`config.mk`:
```
export PLATFORM = sky130hd
export DESIGN_NAME = rstseq_n
export DESIGN_NICKNAME = d
export VERILOG_FILES = /design/src/rtl/rstseq_n.sv
export SDC_FILE = /design/constraint.sdc
export NUM_CORES = 1
export LEC_CHECK = 0
export BUFFER_PORTS_ARGS = -buffer_cell sky130_fd_sc_hd__clkbuf_2
export CORE_UTILIZATION = 32
export CTS_CLUSTER_DIAMETER = 100
export DETAILED_ROUTE_END_ITERATION = 16
export GPL_TIMING_DRIVEN = 0
export PLACE_DENSITY = 0.53
export SLEW_MARGIN = 10
export SYNTH_ARGS = -nofsm -noshare
export SYNTH_HDL_FRONTEND = slang
export SYNTH_SLANG_ARGS = --single-unit
```
`constraint.sdc`:
```
create_clock -name clk -period 6.28 [get_ports clk]
set_input_delay 1.57 -clock clk [delete_from_list [all_inputs] [get_ports clk]]
set_output_delay 1.57 -clock clk [all_outputs]
set_load 0.05 [all_outputs]
```
`src/rtl/rstseq_n.sv`:
```
// Reset sequencer: holds NCH channels after rst, releases them in index order,
// then services per-channel soft resets. Optional feature macro: RSTSEQ_SOFTRST_EN.
module rstseq_n #(
   parameter int NCH  = 22,
   parameter int HOLD = 16,
   parameter int STEP = 4,
   parameter int PW   = 8,
   parameter int CNTW = 8
) (
   input  logic           clk,
   input  logic           rst,
   input  logic           scanmode,
   input  logic [NCH-1:0] rstmsk,
   input  logic [NCH-1:0] swrst,
   output logic [NCH-1:0] orst_,
   output logic           done,
   output logic           busy
);

   localparam int IW = (NCH > 1) ? $clog2(NCH) : 1;
   localparam logic [CNTW-1:0] HOLD_C   = CNTW'(HOLD);
   localparam logic [CNTW-1:0] STEP_M1  = CNTW'(STEP - 1);
   localparam logic [IW-1:0]   LAST_IDX = IW'(NCH - 1);

   typedef enum logic [1:0] {
      ST_HOLD = 2'd0,
      ST_REL  = 2'd1,
      ST_RUN  = 2'd2
   } state_t;

   state_t          state_r;
   logic [CNTW-1:0] cnt_r;
   logic [IW-1:0]   idx_r;
   logic [NCH-1:0]  orst_r;
   logic            done_r;
   logic            busy_r;
   logic [NCH-1:0]  soft_nxt_s;
   logic [CNTW-1:0] run_cnt_s;

`ifdef RSTSEQ_SOFTRST_EN
   localparam logic [CNTW-1:0] PW_M1 = CNTW'(PW - 1);
   logic [NCH-1:0] softheld_r;
   logic [NCH-1:0] msk_q_r;
   logic [NCH-1:0] soft_req_s;

   // Soft-reset window: a mask release counts as a request; new requests restart the window
   always_comb begin
      soft_req_s = (swrst & ~rstmsk) | (msk_q_r & ~rstmsk);
      soft_nxt_s = softheld_r;
      run_cnt_s  = cnt_r;
      if (state_r != ST_RUN) begin
         soft_nxt_s = {NCH{1'b0}};
         run_cnt_s  = cnt_r;
      end else if (|soft_req_s) begin
         soft_nxt_s = softheld_r | soft_req_s;
         run_cnt_s  = {CNTW{1'b0}};
      end else if (|softheld_r) begin
         if (cnt_r == PW_M1) begin
            soft_nxt_s = {NCH{1'b0}};
            run_cnt_s  = {CNTW{1'b0}};
         end else begin
            soft_nxt_s = softheld_r;
            run_cnt_s  = cnt_r + {{(CNTW-1){1'b0}}, 1'b1};
         end
      end else begin
         soft_nxt_s = softheld_r;
         run_cnt_s  = {CNTW{1'b0}};
      end
   end

   // Held-channel vector and previous mask for edge detection
   always_ff @(posedge clk) begin
      if (rst) begin
         softheld_r <= {NCH{1'b0}};
         msk_q_r    <= rstmsk;
      end else begin
         softheld_r <= soft_nxt_s;
         msk_q_r    <= rstmsk;
      end
   end
`else
   logic unused_swrst_s;
   assign unused_swrst_s = ^swrst;
   assign soft_nxt_s     = {NCH{1'b0}};
   assign run_cnt_s      = {CNTW{1'b0}};
`endif

   // Sequencer FSM; E0 samples cnt=0, so cnt equals HOLD on edge E0+HOLD
   always_ff @(posedge clk) begin
      if (rst) begin
         state_r <= ST_HOLD;
         cnt_r   <= {CNTW{1'b0}};
         idx_r   <= {IW{1'b0}};
         orst_r  <= {NCH{1'b0}};
         done_r  <= 1'b0;
         busy_r  <= 1'b1;
      end else begin
         case (state_r)
            ST_HOLD: begin
               done_r <= 1'b0;
               busy_r <= 1'b1;
               if (cnt_r == HOLD_C) begin
                  cnt_r     <= {CNTW{1'b0}};
                  orst_r[0] <= ~rstmsk[0];
                  if (NCH == 1) begin
                     state_r <= ST_RUN;
                     done_r  <= 1'b1;
                     busy_r  <= 1'b0;
                  end else begin
                     state_r <= ST_REL;
                     idx_r   <= IW'(1);
                  end
               end else begin
                  cnt_r <= cnt_r + {{(CNTW-1){1'b0}}, 1'b1};
               end
            end
            ST_REL: begin
               if (cnt_r == STEP_M1) begin
                  cnt_r         <= {CNTW{1'b0}};
                  orst_r[idx_r] <= ~rstmsk[idx_r];
                  if (idx_r == LAST_IDX) begin
                     state_r <= ST_RUN;
                     done_r  <= 1'b1;
                     busy_r  <= 1'b0;
                  end else begin
                     idx_r <= idx_r + IW'(1);
                  end
               end else begin
                  cnt_r <= cnt_r + {{(CNTW-1){1'b0}}, 1'b1};
               end
            end
            ST_RUN: begin
               cnt_r  <= run_cnt_s;
               orst_r <= ~rstmsk & ~soft_nxt_s;
               done_r <= 1'b1;
               busy_r <= |soft_nxt_s;
            end
            default: begin
               state_r <= ST_HOLD;
               cnt_r   <= {CNTW{1'b0}};
               idx_r   <= {IW{1'b0}};
               orst_r  <= {NCH{1'b0}};
               done_r  <= 1'b0;
               busy_r  <= 1'b1;
            end
         endcase
      end
   end

   assign orst_ = scanmode ? {NCH{~rst}} : orst_r;
   assign done  = done_r;
   assign busy  = busy_r;

endmodule

```
==> results of run 1 <==
## cells by family (layout without fill, tap and decap cells)
kind of cell | count (synthesis) | after routing
muxes | 8 | 8
buffers and inverters | 41 | 96
xor gates and xnor gates | 8 | 8
DFF | 39 | 39
and+or+nand+nor | 99 | 99
adders and majority gates | 10 | 10
AOI/OAI and AO/OA | 111 | 111
## through the flow
stage,setup slack (ps),util [%],power [mW],cell area (sq um),hold slack [ps]
final,1810,39.1,0.555,3070,482
after global placement,1780,38.1,0.391,2990,455
after detailed placement,1770,38.1,0.391,2990,465
after CTS,1770,39.1,0.560,3070,486
after global routing,1680,39.1,0.581,3070,511
after floorplan,2120,-,0.353,2620,431
## flip-flops by register name, summed over array words and instances (netlist names)
| name | cells |
|---|---|
| busy | 1 |
| cnt_r | 8 |
| done | 1 |
| idx_r | 5 |
| orst_r | 22 |
| state_r | 2 |
## synthesized netlist by cell type, types with 2 or more instances
cell      number  area, sq um
a32o_1         7         70.1
or3_1          2         12.5
mux4_1         3         78.8
buf_2          2         10.0
o32ai_1        2         17.5
nand2b_1       8         50.1
nand3_1       16         80.1
a211oi_1       6         45.0
mux4_2         2         45.0
o21a_1        22          165
ha_1          10          125
clkbuf_1      20         75.1
nand2_1       26         97.6
dfxtp_1       39          781
a22o_1         2         17.5
mux2i_1        2         20.0
a21oi_1       28          140
and2_1         4         25.0
and3_1         7         43.8
a31o_2         3         26.3
nor3b_1        2         15.0
nand4b_1       3         26.3
clkinv_1       2         7.51
o21ai_0       21          105
o32a_1         3         30.0
inv_1         16         60.1
nor2_1        13         48.8
nand4_1        6         37.5
a31oi_1        3         18.8
a32oi_1        4         35.0
xor2_1         7         61.3
## cell type report
type / count / area, sq um / share of cell area (%)
Multi-Input combinational cell: 236 / 1680 / 54.7
Sequential cell: 39 / 781 / 25.4
Clock inverter: 1 / 5.00 / 0.163
Tap cell: 102 / 128 / 4.16
Clock buffer: 7 / 76.3 / 2.49
Timing Repair Buffer: 47 / 235 / 7.67
Inverter: 18 / 67.6 / 2.20
Buffer: 23 / 96.3 / 3.14
## power breakdown
| part | switching [mW] | total [mW] | internal [mW] |
|---|---|---|---|
| clock | 0.0917 | 0.170 | 0.0781 |
| combinational | 0.0902 | 0.129 | 0.0385 |
| sequential | 0.00519 | 0.257 | 0.252 |
## metal layers
metal	up-vias	share of wire (%)	GRT usage, %
met1	1184	47	26.4
met4	0	2.0	7.03
li1	1277	-	-
met5	-	0	0
met2	90	45	30.6
met3	12	5.8	3.20
## worst paths after layout
check / from / end / slack (ps) / cells past startpoint
max: rst / orst_[13] / 1810 / 5
min: orst_r[18] / orst_r[18] / 480 / 2
max reg2reg: idx_r[1] / orst_r[0] / 3560 / 9
min reg2reg: orst_r[18] / orst_r[18] / 480 / 2
## worst reg2reg max path: cells and delay by family, from the launching register on
| kind | cells | cell delay [ps] |
|---|---|---|
| buffers and inverters | 3 | 970 |
| DFF | 1 | 330 |
| AOI/OAI and AO/OA | 3 | 570 |
| adders and majority gates | 1 | 160 |
| and+or+nand+nor | 2 | 600 |
## cells in the final DEF, fill, tap and decap left out, types with 2 or more instances in the layout
cell type / count
nand4b_1: 3
a31oi_1: 3
o32ai_1: 2
clkbuf_8: 5
a32oi_1: 4
nand4_1: 6
or3_1: 2
nand2b_1: 8
dfxtp_1: 39
a22o_1: 2
nor2_1: 13
a21oi_1: 28
mux2i_1: 2
and2_1: 4
a211oi_1: 6
o21ai_0: 21
a32o_1: 7
mux4_1: 3
nand3_1: 16
a31o_2: 3
xor2_1: 7
ha_1: 10
inv_1: 16
nand2_1: 26
clkbuf_2: 47
o32a_1: 3
clkbuf_1: 22
o21a_1: 22
clkinv_1: 2
nor3b_1: 2
and3_1: 7
buf_2: 2
mux4_2: 2
==> key figures, run 1 <==
Clock tree
  – Clock Latency Late Sink: approximately 300 ps
  – TritonCTS clock tree: yes
  – Post_cts resized: 0
  – Post-CTS setup repair buffer count: 0
  – CTS buffer count: 5
  – CTS Root Cell: clkbuf_8
  – Clk pin slew, worst setup/hold paths: around 70 ps
  – # hold bufs at CTS: 0
  – H-tree depth: 2
  – # clock sinks: 39
  – Maximum clock path buffer count: 2

Pwr
  – Static Leak: approximately 1.2 nW
  – Power Density: about 180 nW/um^2
  – Peak VDD IR: approximately 0.000074 V

Synth
  – Synth Area in Compound Gates: around 30%
  – Yosys warning total: 0
  – #FFs+latches synth: 39
  – Simple-Gate Fraction of Synth Area: about 21%
  – Syn Nets: about 370
  – Part of the Yosys area used for sequential elements: between 20 and 30%
  – Combinational family with the most area after synthesis: compound AO/OA/AOI/OAI gates
  – Post-synth EDFFs: 0
  – Unique masters post-synth: 56
  – Asr flop ratio synth: 0%
  – Avg Cell Area, Syn: 8.30 sq um
  – Synth Area in Adders: ~4.8%
  – Synth Flop Type: dfxtp_1
  – Post-Syn Area: around 2600 sq um
  – Post-synthesis xor/xnor area fraction: between 2 and 3%
  – Synth Instances: 316
  – Multiplexer share of the synthesized area: under 10%

Setup path
  – Critical path start-end classification: in2out
  – Critical path, cell by cell: clkbuf_1 > nand2_1 > clkbuf_1 > o21a_1 > clkbuf_2
  – Critical Path Slowest Stage Cell: clkbuf_1
  – Critical Path RT: around 4700 ps
  – CP arrival: about 2900 ps
  – Most frequent CP cell: clkbuf_1
  – CP max FO: 10
  – CP Launch Type: input port
  – Buffer and inverter count on the worst path: 3
  – Endpoint class of the critical path: output pin
  – CP max stage delay: between 400 and 500 ps
  – CP delay by family, top: buffers and inverters

Route
  – Routed WL: ~8000 microns
  – Starting DRC count in detailed routing: around 220
  – Final ANT Viol Nets: 0
  – TritonRoute pass-1 iters: 4
  – Routed vias: ~2.6k
  – Wire per inst: between 15 and 20 microns
  – Vias per inst: about 5.4
  – DRC: 0

Timing
  – Max Freq: 224 MHz
  – Worst clock skew: 8.47 ps
  – Worst rel slew slack: between 30% and 40%
  – RSZ-0062 raised after global routing: false
  – Final Setup Violations: 0
  – Tmin final: about 4500 ps
  – Post-route clock period utilization: just over 70%
  – TNS Setup: 0 ps
  – Least-Margin Pin Slew: slightly above 1000 ps
  – Pins Over Slew Limit: 0
  – Hold Fails Final Rpt: 0

Global routing
  – Vias in the first global route: 2429
  – Overflow left after global routing: 0
  – Total GRT Usage: 19.4%
  – Initial antenna violation count: 0
  – First-pass GRT wire length: 12700 microns
  – Pin count of the biggest net entering global routing: 12

Finish
  – Layout net count: 427
  – Antenna Cells: 0
  – P&R area growth vs syn: 16.9%
  – Share of layout cells above drive strength 1: between 10% and 20%
  – Final Non-Filler Cells: ~470
  – Filler cells: 844

Job
  – Max-cap violations: 0

Floorplan
  – Io pins: 71
  – Core Box Area: between 7000 and 8000 sq um
  – Full die area: 8570 sq um
  – Chip Height: just over 90 microns
  – # rows: 32
  – Starting density of the core: between 30% and 40%
  – Die width: 92.6 microns

Place
  – Dpl cells: 465
  – Half-perimeter wire length after placement: between 5000 and 6000 microns
  – Global placement routability congestion: around 0.83
  – IO buf count: 47

Worst hold path
  – Hold crit path type: reg2reg

Outcome
  – Outcome: finished clean
No activity file was read; power rests on OpenSTA's default activity.
==> run 2, diff against run 1 <==
- PLACE_DENSITY: 0.53 -> 0.55
- clock period: 6.28 -> 3.8 ns (I/O delays scaled with it)
==> key figures, run 2 (same netlist as run 1, synthesis figures left out) <==
Outcome
  – Outcome: finished clean

Setup path
  – Endpoint class of the critical path: output pin
  – CP Launch Type: input port
  – Critical path start-end classification: in2out
  – R2R setup slack: 1120 ps (-2440 ps)
  – Critical Path RT: 2850 ps (-1860 ps)
  – CP arrival: 2240 ps (-660 ps)
  – CP max FO: 10 (unchanged)

Timing
  – Max Freq: 314 MHz
  – Hold Fails Final Rpt: 0 (unchanged)
  – Worst rel slew slack: 28.3% (-3.8 points)
  – Final Setup Violations: 0 (unchanged)
  – Worst clock skew: 5.77 ps (-2.71 ps)
  – RSZ-0062 raised after global routing: false
  – Tmin final: roughly 3200 ps
  – Least-Margin Pin Slew: 1070 ps (+56.4 ps)
  – Pins Over Slew Limit: 0 (unchanged)
  – Post-route clock period utilization: between 80% and 90%
  – TNS Setup: 0 ps (unchanged)
  – Final setup margin: 612 ps (-1200 ps)

Route
  – Starting DRC count in detailed routing: 164 (-24%)
  – Vias per inst: 5.49 (+1.3%)
  – Final ANT Viol Nets: 0 (unchanged)
  – Routed WL: 7860 microns (-1.9%)
  – TritonRoute pass-1 iters: 4 (unchanged)
  – Routed vias: 2590 (+1.1%)
  – Wire per inst: 16.6 microns (-1.7%)
  – DRC: 0 (unchanged)

Place
  – Placement Cell Area: 2990 sq um (unchanged)
  – Half-perimeter wire length after placement: 5670 microns (-1.1%)
  – IO buf count: 47 (unchanged)
  – Global placement routability congestion: 0.828 (+0.29%)
  – Pre-CTS WS: 548 ps (-1220 ps)
  – Dpl cells: 465 (unchanged)

Pwr
  – Static Leak: 1.17 nW (+0.42%)
  – Peak VDD IR: 0.000149 V (+100%)
  – Power Density: 302 nW/um^2 (+67%)
  – Tot Pwr: 927 uW (+67%)

Floorplan
  – Full die area: 8570 sq um (unchanged)
  – # rows: 32 (unchanged)
  – Chip Height: 92.6 microns (unchanged)
  – Starting density of the core: 33.4% (unchanged)
  – Die width: 92.6 microns (unchanged)
  – Core Box Area: 7850 sq um (unchanged)
  – Io pins: 71 (unchanged)

Finish
  – Antenna Cells: 0 (unchanged)
  – Register with the most flip-flops: orst_r
  – Share of layout cells above drive strength 1: 19.2% (+0.32 points)
  – P&R area growth vs syn: 17.2%
  – Filler cells: 853 (+1.1%)
  – Largest register FFs: 22 (unchanged)
  – Most frequent cells in the layout: clkbuf_2 (47), dfxtp_1 (39), a21oi_1 (28)
  – Top flop regs: orst_r (22), cnt_r (8), idx_r (5)
  – Most common cell after layout, fill and taps aside: clkbuf_2
  – Design Area, Final: 3070 sq um (+0.20%)
  – Layout net count: 427 (unchanged)
  – Final Non-Filler Cells: 472 (-0.21%)

Global routing
  – First-pass GRT wire length: 12600 microns (-1.0%)
  – Overflow left after global routing: 0 (unchanged)
  – Total GRT Usage: 18.8% (-0.56 points)
  – Pin count of the biggest net entering global routing: 12 (unchanged)
  – Initial antenna violation count: 0 (unchanged)
  – Vias in the first global route: 2422 (-0.29%)

Clock tree
  – # clock sinks: 39 (unchanged)
  – Clock Latency Late Sink: 290 ps (about the same)
  – Maximum clock path buffer count: 2 (unchanged)
  – H-tree depth: 2 (unchanged)
  – TritonCTS clock tree: yes
  – CTS buffer count: 5 (unchanged)
  – Post-CTS setup repair buffer count: 0 (unchanged)
  – # hold bufs at CTS: 0 (unchanged)
  – CTS Root Cell: clkbuf_8
  – Post_cts resized: 0 (unchanged)
  – Clk pin slew, worst setup/hold paths: 70 ps (about the same)

Worst hold path
  – Hold crit path type: reg2reg

Job
  – Max-cap violations: 0 (unchanged)
-- run 2: changes by cell type in the layout (fill, tap and decap cells not counted) --
cell	previous run	this run
clkbuf_1	22	20
clkbuf_8	5	6
-- run 2: path summary, 6_finish.rpt --
kind                            depth (start not counted)   endpoint      start
worst min-delay path                                    2  orst_r[6]  orst_r[6]
worst max register to register                          9  orst_r[0]   idx_r[1]
worst min register to register                          2  orst_r[6]  orst_r[6]
worst max-delay path                                    5  orst_[20]        rst
-- run 2: through the flow --
step,hold slack [ps],util (%)
final,471,39.2
after floorplan,431,-
after CTS,470,39.2
after global placement,458,38.1
after detailed placement,458,38.1
after global routing,480,39.2
-- run 2: metal layers --
layer / GRT usage, % / up-vias / share of wire, %
met3: 3.04 / 13 / 6.0
met4: 6.90 / 0 / 1.8
li1: - / 1272 / -
met5: 0 / - / 0
met2: 29.0 / 80 / 46
met1: 26.2 / 1225 / 47
-- run 2: final cells by class --
type / instances / area (sq um) / area share (%)
buffer: 23 / 96.3 / 3.13
clock buffer: 6 / 82.6 / 2.69
clock inverter: 1 / 5.00 / 0.163
inverter: 18 / 67.6 / 2.20
multi-input combinational: 236 / 1680 / 54.6
sequential: 39 / 781 / 25.4
tap: 102 / 128 / 4.15
timing repair buffer: 47 / 235 / 7.65
-- run 2: power by group --
part | total [mW] | internal [mW] | switching [mW]
sequential | 0.424 | 0.416 | 0.00829
clock | 0.292 | 0.143 | 0.149
combinational | 0.211 | 0.0636 | 0.148
total | 0.927 | 0.622 | 0.306
-- run 2: critical path, cell delays in order --
cell and delay, ps:
clkbuf_1 200, nand2_1 180, clkbuf_1 430, o21a_1 200, clkbuf_2 270
==> run 3, diff against run 2 <==
- clock period: 3.8 -> 2.7 ns (I/O delays scaled with it)
==> key figures, run 3 (same netlist as run 1, synthesis figures left out) <==
Outcome
  – Outcome: finished clean

Global routing
  – Total GRT Usage: 18.8% (unchanged)
  – First-pass GRT wire length: 12600 microns (unchanged)
  – Overflow left after global routing: 0 (unchanged)
  – Initial antenna violation count: 0 (unchanged)
  – Vias in the first global route: 2422 (unchanged)
  – Pin count of the biggest net entering global routing: 12 (unchanged)

Timing
  – Final Setup Violations: 0 (unchanged)
  – Worst rel slew slack: 27.9% (-0.42 points)
  – Post-route clock period utilization: approximately 94%
  – Tmin final: ~2500 ps
  – Worst clock skew: 5.65 ps (-0.116 ps)
  – RSZ-0062 raised after global routing: false
  – Pins Over Slew Limit: 0 (unchanged)
  – Max Freq: just under 400 MHz
  – Hold Fails Final Rpt: 0 (unchanged)
  – Min Hold Slack: 474 ps (+2.99 ps)
  – Least-Margin Pin Slew: 1080 ps (+6.25 ps)

Pwr
  – Int Pwr: 876 uW (+41%)
  – Tot Pwr: 1.31 mW (+41%)
  – Power Density: 424 nW/um^2 (+41%)
  – Part of the power in combinational logic: 22.9% (about the same)
  – Sw frac: 32.9% (-0.055 points)
  – Sequential power share: 45.7% (about the same)
  – Psw: 429 uW (+41%)
  – Peak VDD IR: 0.000207 V (+39%)
  – Static Leak: 1.17 nW (+0.62%)
  – Clock share of power: 31.4% (about the same)

Finish
  – Antenna Cells: 0 (unchanged)
  – Top flop regs: orst_r (22), cnt_r (8), idx_r (5)
  – Share of layout cells above drive strength 1: 20.1% (+0.87 points)
  – Final Non-Filler Cells: 471 (-0.21%)
  – Layout net count: 426 (-0.23%)
  – Register with the most flip-flops: orst_r
  – P&R area growth vs syn: 17.4%
  – Most common cell after layout, fill and taps aside: clkbuf_2
  – Most frequent cells in the layout: clkbuf_2 (49), dfxtp_1 (39), a21oi_1 (28)
  – Largest register FFs: 22 (unchanged)

Floorplan
  – Io pins: 71 (unchanged)
  – Full die area: 8570 sq um (unchanged)
  – Starting density of the core: 33.4% (unchanged)
  – Core Box Area: 7850 sq um (unchanged)
  – Chip Height: 92.6 microns (unchanged)
  – # rows: 32 (unchanged)
  – Die width: 92.6 microns (unchanged)

Route
  – Wire per inst: 16.9 microns (+1.2%)
  – TritonRoute pass-1 iters: 4 (unchanged)
  – Routed vias: 2598 (+0.31%)
  – Final ANT Viol Nets: 0 (unchanged)
  – Vias per inst: 5.52 (+0.52%)
  – Routed WL: 7940 microns (+1.0%)
  – Starting DRC count in detailed routing: 218 (+33%)
  – DRC: 0 (unchanged)

Worst hold path
  – Hold crit path type: reg2reg

Clock tree
  – # clock sinks: 39 (unchanged)
  – CTS Root Cell: clkbuf_8
  – TritonCTS clock tree: yes
  – CTS buffer count: 5 (unchanged)
  – Clk pin slew, worst setup/hold paths: 70 ps (about the same)
  – Post-CTS setup repair buffer count: 0 (unchanged)
  – Clock Latency Late Sink: 290 ps (about the same)
  – H-tree depth: 2 (unchanged)
  – Maximum clock path buffer count: 2 (unchanged)

Place
  – IO buf count: 47 (unchanged)
  – Half-perimeter wire length after placement: 5670 microns (unchanged)
  – Global placement routability congestion: 0.828 (unchanged)
  – Dpl cells: 465 (unchanged)

Setup path
  – Critical Path RT: 2030 ps (-820 ps)
  – Endpoint class of the critical path: output pin
  – CP max FO: 10 (unchanged)
  – CP arrival: 1860 ps (-380 ps)
  – Critical path start-end classification: in2out
  – CP Launch Type: input port

Job
  – Max-cap violations: 0 (unchanged)
==> run 3: cell types whose count changed in the layout (fill, tap and decap cells not counted), sizes merged <==
cell and delta:
clkbuf -1
==> run 3: per-stage QoR <==
step | instance area, sq um | worst slack (ps) | TNS [ps] | util, %
floorplan | 2620 | 335 | 0 | -
global placement | 2990 | -1.72 | -1.72 | 38.1
detailed placement | 2990 | -2.16 | -2.16 | 38.1
CTS | 3070 | 0.587 | 0 | 39.2
global route | 3080 | 44.2 | 0 | 39.2
finish | 3080 | 162 | 0 | 39.2
==> run 3: final timing paths <==
kind	start	to	slack, ps	depth (start not counted)
setup reg to reg	idx_r[1]	orst_r[0]	270	8
setup / recovery	rst	orst_[10]	160	5
hold reg to reg	orst_r[6]	orst_r[6]	470	2
hold / removal	orst_r[6]	orst_r[6]	470	2
==> run 3: timing repair <==
item                                    CTS  global route
resized for setup                         0             5
endpoints found under the setup margin    0            13
hold buffers                              0             0
==> run 3: metal layers <==
metal,vias up,wire length (microns),GRT usage (%),share of wire (%)
met5,-,0,0,0
met4,0,165,6.90,2.1
met3,14,437,3.04,5.5
met2,80,3550,29.0,45
met1,1228,3780,26.2,48
li1,1276,-,-,-
==> run 3: final cells by class <==
class                   count  area (sq um)
flip-flops and latches     39           781
clock inverters             1          5.00
fillers                   850          4770
plain buffers              22          95.1
clock buffers               6          82.6
repair buffers             47           235
multi-input cells         236          1690
well taps                 102           128
inverters                  18          67.6
==> run 3: power groups by stage <==
stage | clock [mW] | sequential, mW | combinational, mW
after floorplan | 0 | 0.613 | 0.209
after global routing | 0.448 | 0.599 | 0.322
after CTS | 0.422 | 0.597 | 0.298
after detailed placement | 0 | 0.610 | 0.297
after global placement | 0 | 0.610 | 0.296
final | 0.410 | 0.597 | 0.299
==> run 3: critical path: stages <==
cell	delay (ps)
clkbuf_1	340
nand2_1	190
clkbuf_2	250
o21a_1	160
clkbuf_2	240
